File: config.mk
export PLATFORM = sky130hd
export DESIGN_NAME = free_list_flat
export DESIGN_NICKNAME = d
export VERILOG_FILES = /design/src/rtl/free_list_if.sv /design/src/rtl/free_list.sv /design/src/flat_wrapper.sv
export SDC_FILE = /design/constraint.sdc
export NUM_CORES = 1
export LEC_CHECK = 0
export ABC_AREA = 1
export CELL_PAD_IN_SITES_DETAIL_PLACEMENT = 0
export CELL_PAD_IN_SITES_GLOBAL_PLACEMENT = 2
export CORE_ASPECT_RATIO = 1.25
export CORE_UTILIZATION = 40
export CTS_CLUSTER_SIZE = 20
export DETAILED_ROUTE_END_ITERATION = 12
export GPL_ROUTABILITY_DRIVEN = 0
export GPL_TIMING_DRIVEN = 0
export PLACE_DENSITY_LB_ADDON = 0.1
export SLEW_MARGIN = 20
export SYNTH_ARGS = -nofsm -noshare
export SYNTH_HDL_FRONTEND = slang
export SYNTH_SLANG_ARGS = --single-unit
File: constraint.sdc
create_clock -name clk -period 3.4 [get_ports clk]
set_clock_uncertainty 0.15 [all_clocks]
set_input_delay 0.68 -clock clk [delete_from_list [all_inputs] [get_ports clk]]
set_output_delay 0.68 -clock clk [all_outputs]
set_load 0.03 [all_outputs]
File: src/rtl/free_list_if.sv
// Rename/commit-facing handshake bundle for the physical-register free list.
// The master side is rename + commit; the slave side is the free list itself.
interface free_list_if #(
  parameter int PHYS_REG_WIDTH = 6,
  parameter int COUNT_WIDTH    = 6
);
  logic                      deq_req;
  logic                      deq_valid;
  logic [PHYS_REG_WIDTH-1:0] deq_prd;
  logic                      enq_en;
  logic [PHYS_REG_WIDTH-1:0] enq_prd;
  logic                      retire_en;
  logic                      flush;
  logic [COUNT_WIDTH-1:0]    free_count;

  modport master (
    output deq_req,
    output enq_en,
    output enq_prd,
    output retire_en,
    output flush,
    input  deq_valid,
    input  deq_prd,
    input  free_count
  );

  modport slave (
    input  deq_req,
    input  enq_en,
    input  enq_prd,
    input  retire_en,
    input  flush,
    output deq_valid,
    output deq_prd,
    output free_count
  );
endinterface

File: src/rtl/free_list.sv
// Circular free list of physical register tags with R10K-style flush rewind via rhead.
// Optional same-cycle empty bypass of enqueued tags: define FREE_LIST_BYPASS_EN.
module free_list #(
  parameter int NUM_ARCH_REGS  = 32,
  parameter int NUM_PHYS_REGS  = 64,
  parameter int PHYS_REG_WIDTH = $clog2(NUM_PHYS_REGS),
  parameter int DEPTH          = NUM_PHYS_REGS - NUM_ARCH_REGS
) (
  input  logic        clk,
  input  logic        rst,
  free_list_if.slave  fl
);

  localparam int IDX_W = $clog2(DEPTH);
  localparam int PTR_W = IDX_W + 1;

  // Pointers carry an extra wrap bit so full and empty are distinguishable.
  logic [PTR_W-1:0]          head_reg, head_next;
  logic [PTR_W-1:0]          tail_reg, tail_next;
  logic [PTR_W-1:0]          rhead_reg, rhead_next;
  logic [PHYS_REG_WIDTH-1:0] entry_reg [DEPTH];

  logic [IDX_W-1:0]          head_idx;
  logic [IDX_W-1:0]          tail_idx;
  logic                      empty;
  logic                      full;
  logic                      enq_accept;
  logic                      bypass;
  logic                      deq_fire;

  logic [DEPTH-1:0]          entry_we;
  logic [PHYS_REG_WIDTH-1:0] entry_init [DEPTH];

  assign head_idx = head_reg[IDX_W-1:0];
  assign tail_idx = tail_reg[IDX_W-1:0];
  assign empty    = (head_reg == tail_reg);
  assign full     = (head_idx == tail_idx) && (head_reg[IDX_W] != tail_reg[IDX_W]);

  // A release into a full list can only come from a broken commit path; drop it.
  assign enq_accept = fl.enq_en && !full;

`ifdef FREE_LIST_BYPASS_EN
  // Empty implies not full, so the bypassed tag is always also written at tail.
  assign bypass = empty && fl.enq_en && !fl.flush;
`else
  assign bypass = 1'b0;
`endif

  assign fl.deq_valid  = !empty || bypass;
  assign fl.deq_prd    = bypass ? fl.enq_prd : entry_reg[head_idx];
  assign fl.free_count = tail_reg - head_reg;

  assign deq_fire = fl.deq_req && fl.deq_valid && !fl.flush;

  always_comb begin
    head_next  = head_reg;
    tail_next  = tail_reg;
    rhead_next = rhead_reg;

    if (fl.flush) begin
      head_next = rhead_reg + PTR_W'(fl.retire_en);
    end else if (deq_fire) begin
      head_next = head_reg + PTR_W'(1);
    end

    if (enq_accept) begin
      tail_next = tail_reg + PTR_W'(1);
    end

    if (fl.retire_en) begin
      rhead_next = rhead_reg + PTR_W'(1);
    end
  end

  always_ff @(posedge clk) begin
    if (rst) begin
      head_reg  <= '0;
      rhead_reg <= '0;
      tail_reg  <= PTR_W'(DEPTH);
    end else begin
      head_reg  <= head_next;
      tail_reg  <= tail_next;
      rhead_reg <= rhead_next;
    end
  end

  genvar gi;
  generate
    for (gi = 0; gi < DEPTH; gi++) begin : g_entry
      assign entry_we[gi]   = enq_accept && (tail_idx == IDX_W'(gi));
      assign entry_init[gi] = PHYS_REG_WIDTH'(NUM_ARCH_REGS + gi);
    end
  endgenerate

  // After reset every non-architectural tag sits in the list in ascending order.
  always_ff @(posedge clk) begin
    for (int i = 0; i < DEPTH; i++) begin
      if (rst) begin
        entry_reg[i] <= entry_init[i];
      end else if (entry_we[i]) begin
        entry_reg[i] <= fl.enq_prd;
      end
    end
  end

`ifndef SYNTHESIS
  always_ff @(posedge clk) begin
    if (!rst) begin
      assert (!(fl.enq_en && full))
        else $warning("free_list: release of tag %0d into a full list dropped", fl.enq_prd);
      assert (!(fl.retire_en && (rhead_reg == head_reg) && !deq_fire))
        else $error("free_list: retire head overtook allocation head");
    end
  end
`endif

endmodule

File: src/flat_wrapper.sv
// flat-port wrapper written by rule: the top's interface ports become plain ports
module free_list_flat 
#(
  parameter int NUM_ARCH_REGS  = 32,
  parameter int NUM_PHYS_REGS  = 64,
  parameter int PHYS_REG_WIDTH = $clog2(NUM_PHYS_REGS),
  parameter int DEPTH          = NUM_PHYS_REGS - NUM_ARCH_REGS
)
  (clk, rst, fl_deq_req, fl_enq_en, fl_enq_prd, fl_retire_en, fl_flush, fl_deq_valid, fl_deq_prd, fl_free_count);
  free_list_if #(.PHYS_REG_WIDTH(PHYS_REG_WIDTH), .COUNT_WIDTH(6)) fl_i ();
  input  logic clk;
  input  logic rst;
  input wire logic [$bits(fl_i.deq_req)-1:0] fl_deq_req;
  input wire logic [$bits(fl_i.enq_en)-1:0] fl_enq_en;
  input wire logic [$bits(fl_i.enq_prd)-1:0] fl_enq_prd;
  input wire logic [$bits(fl_i.retire_en)-1:0] fl_retire_en;
  input wire logic [$bits(fl_i.flush)-1:0] fl_flush;
  output wire logic [$bits(fl_i.deq_valid)-1:0] fl_deq_valid;
  output wire logic [$bits(fl_i.deq_prd)-1:0] fl_deq_prd;
  output wire logic [$bits(fl_i.free_count)-1:0] fl_free_count;
  assign fl_i.deq_req = fl_deq_req;
  assign fl_i.enq_en = fl_enq_en;
  assign fl_i.enq_prd = fl_enq_prd;
  assign fl_i.retire_en = fl_retire_en;
  assign fl_i.flush = fl_flush;
  assign fl_deq_valid = fl_i.deq_valid;
  assign fl_deq_prd = fl_i.deq_prd;
  assign fl_free_count = fl_i.free_count;
  free_list #(.NUM_ARCH_REGS(NUM_ARCH_REGS), .NUM_PHYS_REGS(NUM_PHYS_REGS), .PHYS_REG_WIDTH(PHYS_REG_WIDTH), .DEPTH(DEPTH)) u_core (.clk(clk), .rst(rst), .fl(fl_i));
endmodule
-- Word-level counts from Yosys, hierarchy flattened
Memories as Yosys holds them, arrays and structs flattened. A register that Yosys moved wholly into a read port is not among the register bits.
Index checks and enable logic that the tools add are counted.
W data, S select, Z words.
- flip-flop bits (word level): 18
- bits in latches: 0
- memory bits (writable): 192
- memory bits (read-only): 0
- output and inout port bits: 13
- memories: 1
- add/sub/neg operators: 5
- multipliers: 0
- divide/modulo/power cells: 0
- $lt $le $gt $ge: 0
- equal/unequal tests: 34
- shift-type cells: 0
- mux-type cells: 134
- bitwise gates (word level): 32
- reductions and logical operators: 41
- memory list (memory ; words ; width ; read ports ; clocked after memory_dff ; write ports ; line ; RTL):
    u_core.entry_reg ; 32 ; 6 ; 1 ; 1 ; 32 ; free_list.sv:21 ; logic [PHYS_REG_WIDTH-1:0] entry_reg [DEPTH];
- operators with widths (operator ; number):
    $mux W6 ; 34
    $mux W1 ; 98
    $eq A5 B5 Y1 const B ; 16
    $eq A5 B4 Y1 const B ; 8
    $logic_and A1 B1 Y1 ; 36
    $or A1 B1 Y1 ; 32
    $eq A5 B3 Y1 const B ; 4
    $add A6 B1 Y6 const B ; 3
    $eq A5 B2 Y1 const B ; 2
    $mux W5 ; 2
    $add A6 B1 Y6 ; 1
    $eq A6 B6 Y1 ; 1
    $sub A6 B6 Y6 ; 1
    $eq A5 B1 Y1 const B ; 1
    $eq A5 B5 Y1 ; 1
    $logic_not A5 Y1 ; 1
    $logic_not A1 Y1 ; 3
    $reduce_bool A2 Y1 ; 1
    $ne A1 B1 Y1 ; 1

-- Depth between registers and ports, before layout
- depth in word-level cells: 9
- mapped depth: 12
- mapped depth without buffers: 10

-- Least setup slack after synthesis
No wires, ideal clock.
- path kind: register to output
- from: reg u_core.tail_reg[0]
- to: out fl_free_count[4]
- data arrival time: 1779 ps
- required time: 2570 ps
- slack: 791 ps
- cell stages (with the launch flop): 7
- path through: dfxtp_1 inv_1 ha_1 fa_1 nor2_1 a211oi_1 xnor2_1
- cells in the longest elaborated chain, start to end: 1
- ends and longest elaborated chain (what ; line ; RTL):
    start: declaration ; free_list.sv:19 ; logic [PTR_W-1:0] tail_reg, tail_next;
    start signal: assignment ; free_list.sv:79 ; tail_reg <= PTR_W'(DEPTH);
    start signal: assignment ; free_list.sv:82 ; tail_reg <= tail_next;
    $sub A6 B6 Y6 ; free_list.sv:51 ; assign fl.free_count = tail_reg - head_reg;
    end: declaration ; flat_wrapper.sv:20 ; output wire logic [$bits(fl_i.free_count)-1:0] fl_free_count;
No other way between the ends.

==> results_tabular.tex <==
\begin{tabular}{lr}
\hline
Metric & Value \\
\hline
\multicolumn{2}{l}{\textbf{Run status}} \\
Result of the run & finished, final reports clean \\
\multicolumn{2}{l}{\textbf{Global routing}} \\
First-pass GRT wire length & $\sim$59 mm \\
Pin count of the biggest net entering global routing & 14 \\
Number of antenna violations at the first check in global routing & 0 \\
Global router's overall resource usage & 29.3\% \\
Grt ovf & 0 \\
Number of global-route vias before repair & about 9000 \\
\multicolumn{2}{l}{\textbf{Die}} \\
X dimension of the die & 150 um \\
Standard-cell row count & 67 \\
Total Die Area & $\sim$0.028 mm\^{}2 \\
Die extent in y & 187 um \\
Initial core utilization & $\sim$41\% \\
Number of ports placed on the die boundary & 25 \\
Core area & roughly 0.027 mm\^{}2 \\
\multicolumn{2}{l}{\textbf{Routing}} \\
Number of nets still failing antenna checks after routing & 0 \\
Detail-routed via count per cell & around 5.7 \\
Total iterations of the first detailed-routing run & 5 \\
Wire length per cell after detailed routing & 24.8 um \\
Post-route DRC & 0 \\
Initial detailed-routing violation count & 623 \\
Final Routed Wirelength & 40.1 mm \\
Routed via count & between 9000 and 10000 \\
\multicolumn{2}{l}{\textbf{Finish}} \\
Antenna diode count & 0 \\
Non-filler instance count after layout & about 1600 \\
Synth-to-Final Area Change & 13.1\% \\
Max FFs per register & $\sim$190 \\
Final Net Count & about 1300 \\
End-of-flow core utilization & a little under half \\
Ratio of cells with drive above 1 in the final layout & just over 10\% \\
\multicolumn{2}{l}{\textbf{Min path}} \\
Hold Path Class & register to register \\
\multicolumn{2}{l}{\textbf{Timing}} \\
Fmax & 0.302 GHz \\
Transition time at the pin with the least slew margin & roughly 1.1 ns \\
Final period util & 97.3\% \\
Final hold violations & 0 \\
Unrepaired setup endpoints after global routing & false \\
Count of final max-slew check failures & 0 \\
Headroom to the max-slew limit & between 20\% and 30\% \\
Final worst path period need & between 3 and 4 ns \\
Final number of setup-violating endpoints & 0 \\
\multicolumn{2}{l}{\textbf{Clock tree}} \\
CTS sink cnt & around 220 \\
Clock Tree Buf Depth & 3 \\
Root buf cell & sky130\_fd\_sc\_hd\_\_clkbuf\_16 \\
CTS H-tree depth & 1 \\
CTS buffer count & 23 \\
Skew-Pair Late Insertion Delay & 0.52 ns \\
Clock tree from TritonCTS & done \\
Clock Pin Slew Worst Setup and Hold Paths & about 0.060 ns \\
Buffers inserted during post-CTS setup optimization & 0 \\
\multicolumn{2}{l}{\textbf{Worst setup path}} \\
Sort of element at the end of the critical path & output pin \\
Arrival time reported for the critical path endpoint & 2.48 ns \\
Crit path capture & fl\_deq\_prd[4] \\
Max stage delay on crit path & between 0.3 and 0.4 ns \\
End of the worst register-to-register path & u\_core.entry\_reg[28][0]\$\_SDFFCE\_PN0P\_ \\
Most common cell on crit path & sky130\_fd\_sc\_hd\_\_nand2\_1 \\
Crit path cell chain & inv\_1, buf\_4, clkbuf\_4, nand3\_1, nand3\_1, nand2\_1, nand2\_1, nand2\_1, nand2\_1, nand2\_1, clkdlybuf4s15\_2 \\
Worst-path cell with the longest stage delay & sky130\_fd\_sc\_hd\_\_dfxtp\_2 \\
Critical register-to-register path startpoint & u\_core.head\_reg[1]\$\_SDFFE\_PP0N\_ \\
Path depth of the worst reg2reg path & 10 \\
Worst Setup Path Type & register to output pin \\
Critical-path maximum fanout & 10 \\
Worst path required time & between 2 and 3 ns \\
Slack of the worst reg-to-reg path & approximately 0.27 ns \\
Worst Setup Start Kind & register \\
\multicolumn{2}{l}{\textbf{Pwr}} \\
Max rail drop VDD & just under 0.0004 V \\
Cell Pwr Density & approximately 550 mW/mm\^{}2 \\
Lkg Pwr & $\sim$4.4 nW \\
\multicolumn{2}{l}{\textbf{Synthesis}} \\
Number of different library cells in the post-synthesis netlist & 33 \\
Number of flops mapped to enable cells by yosys & about 190 \\
FFs w/ async S/R, synth & 0\% \\
Total standard cell area after synthesis & roughly 0.011 mm\^{}2 \\
Sequential element share of the synthesized area & 56.9\% \\
Number of instances in the synthesized netlist & 1207 \\
Synth warnings & 0 \\
Number of flip-flops and latches in the synthesized netlist & around 220 \\
Number of nets in the synthesized netlist & $\sim$1200 \\
Synthesized area per cell & 9.06 um\^{}2 \\
Predominant post-synthesis flop cell & sky130\_fd\_sc\_hd\_\_edfxtp\_1 \\
\multicolumn{2}{l}{\textbf{Run}} \\
Number of max-capacitance violations reported & 0 \\
\multicolumn{2}{l}{\textbf{Place}} \\
Port Buf Inserts & 22 \\
HPWL after DPL & 29.3 mm \\
Number of placed cells counting well taps & 1574 \\
\hline
\end{tabular}
[worst min path at each step]
stage                                           from                                to  slack, ns  cells after the start
detailed placement  u_core.rhead_reg[5]$_SDFFE_PP0P_  u_core.rhead_reg[5]$_SDFFE_PP0P_       0.32                      1
CTS                 u_core.rhead_reg[5]$_SDFFE_PP0P_  u_core.rhead_reg[5]$_SDFFE_PP0P_       0.34                      1
global route        u_core.rhead_reg[5]$_SDFFE_PP0P_  u_core.rhead_reg[5]$_SDFFE_PP0P_       0.36                      1
global placement    u_core.rhead_reg[5]$_SDFFE_PP0P_  u_core.rhead_reg[5]$_SDFFE_PP0P_       0.31                      1
finish              u_core.rhead_reg[5]$_SDFFE_PP0P_  u_core.rhead_reg[5]$_SDFFE_PP0P_       0.33                      1
floorplan           u_core.rhead_reg[5]$_SDFFE_PP0P_  u_core.rhead_reg[5]$_SDFFE_PP0P_       0.29                      1
[kinds of logic after synthesis]
| logic type | share of synthesized area (%) |
|---|---|
| compound gates | 2.86 |
| buf+inv | 6.20 |
| fa+ha+maj | 1.90 |
| xor+xnor | 0.789 |
| simple gates | 31.3 |
| flops | 56.9 |
[cells in the final DEF (no fill, tap or decap), drive strengths merged]
cell	Yosys	layout
nand2	324	324
edfxtp	192	192
nand3	189	189
nor2	119	119
nand4	103	103
clkbuf	54	78
inv	60	61
buf	46	49
o21ai	46	46
dfxtp	23	23
ha	15	15
clkinv	0	12
a21oi	11	11
clkdlybuf4s50	0	10
nor3	8	8
xnor2	5	5
xor2	4	4
dlymetal6s2s	0	3
a31oi	2	2
clkinvlp	0	2
clkdlybuf4s15	0	2
dlygate4sd2	0	2
or2	2	2
nor4	1	1
a21o	1	1
a211oi	1	1
fa	1	1
bufinv	0	1
clkdlybuf4s18	0	1
[worst max-delay path, delay by kind of cell (launching register included)]
kind	cells	cell delay [ns]
DFF	1	0.35
buffers and inverters	4	0.91
and+or+nand+nor	7	0.70
[repair_timing]
| item | 4_1_cts | 5_1_grt |
|---|---|---|
| endpoints found under the setup margin | 9 | 10 |
| pin swaps | 0 | 0 |
| hold buffers | 0 | 0 |
| resized for setup | 55 | 35 |
[area by class of cell]
| cell class | count | area [um^2] |
|---|---|---|
| plain buffers | 99 | 547 |
| multi-input cells | 832 | 4040 |
| clock inverters | 16 | 106 |
| well taps | 345 | 432 |
| flip-flops and latches | 215 | 6230 |
| repair buffers | 22 | 208 |
| inverters | 60 | 225 |
| fillers | 2693 | 14500 |
| clock buffers | 24 | 579 |
[through the flow]
stage | setup WS, ns | setup TNS, ns | power, mW | hold slack [ns] | cell area, um^2
final | 0.0923 | 0 | 6.74 | 0.334 | 12400
after global routing | 0.00521 | 0 | 6.94 | 0.362 | 12400
after CTS | 0.00692 | 0 | 6.73 | 0.340 | 12300
after detailed placement | -0.166 | -0.562 | 4.41 | 0.323 | 11600
after global placement | -0.164 | -0.642 | 4.41 | 0.310 | 11600
after floorplan | 0.791 | 0 | 3.86 | 0.294 | 10900
[metal layers]
metal | vias up | track usage (%) | wire [um]
met5 | - | 0 | 0
met4 | 0 | 10.4 | 1540
met3 | 94 | 3.98 | 2790
met2 | 384 | 51.5 | 20400
met1 | 4364 | 36.4 | 15400
li1 | 4276 | - | -
[cell usage after synthesis, types with 15 or more instances]
cell	n	area share [%]
sky130_fd_sc_hd__nand2_1	323	11
sky130_fd_sc_hd__edfxtp_1	192	53
sky130_fd_sc_hd__nand3_1	180	8.2
sky130_fd_sc_hd__nor2_1	109	3.7
sky130_fd_sc_hd__nand4_1	103	5.9
sky130_fd_sc_hd__clkbuf_1	54	1.9
sky130_fd_sc_hd__inv_1	54	1.9
sky130_fd_sc_hd__o21ai_0	31	1.4
sky130_fd_sc_hd__buf_2	26	1.2
sky130_fd_sc_hd__dfxtp_1	23	4.2
sky130_fd_sc_hd__ha_1	15	1.7
sky130_fd_sc_hd__o21ai_1	15	0.69
[report_power, final]
part	internal (mW)	switching, mW
Clock	1.31	1.07
Combinational	0.363	1.00
Sequential	2.95	0.0484
Note: power is estimated with default switching activity, not from simulation.
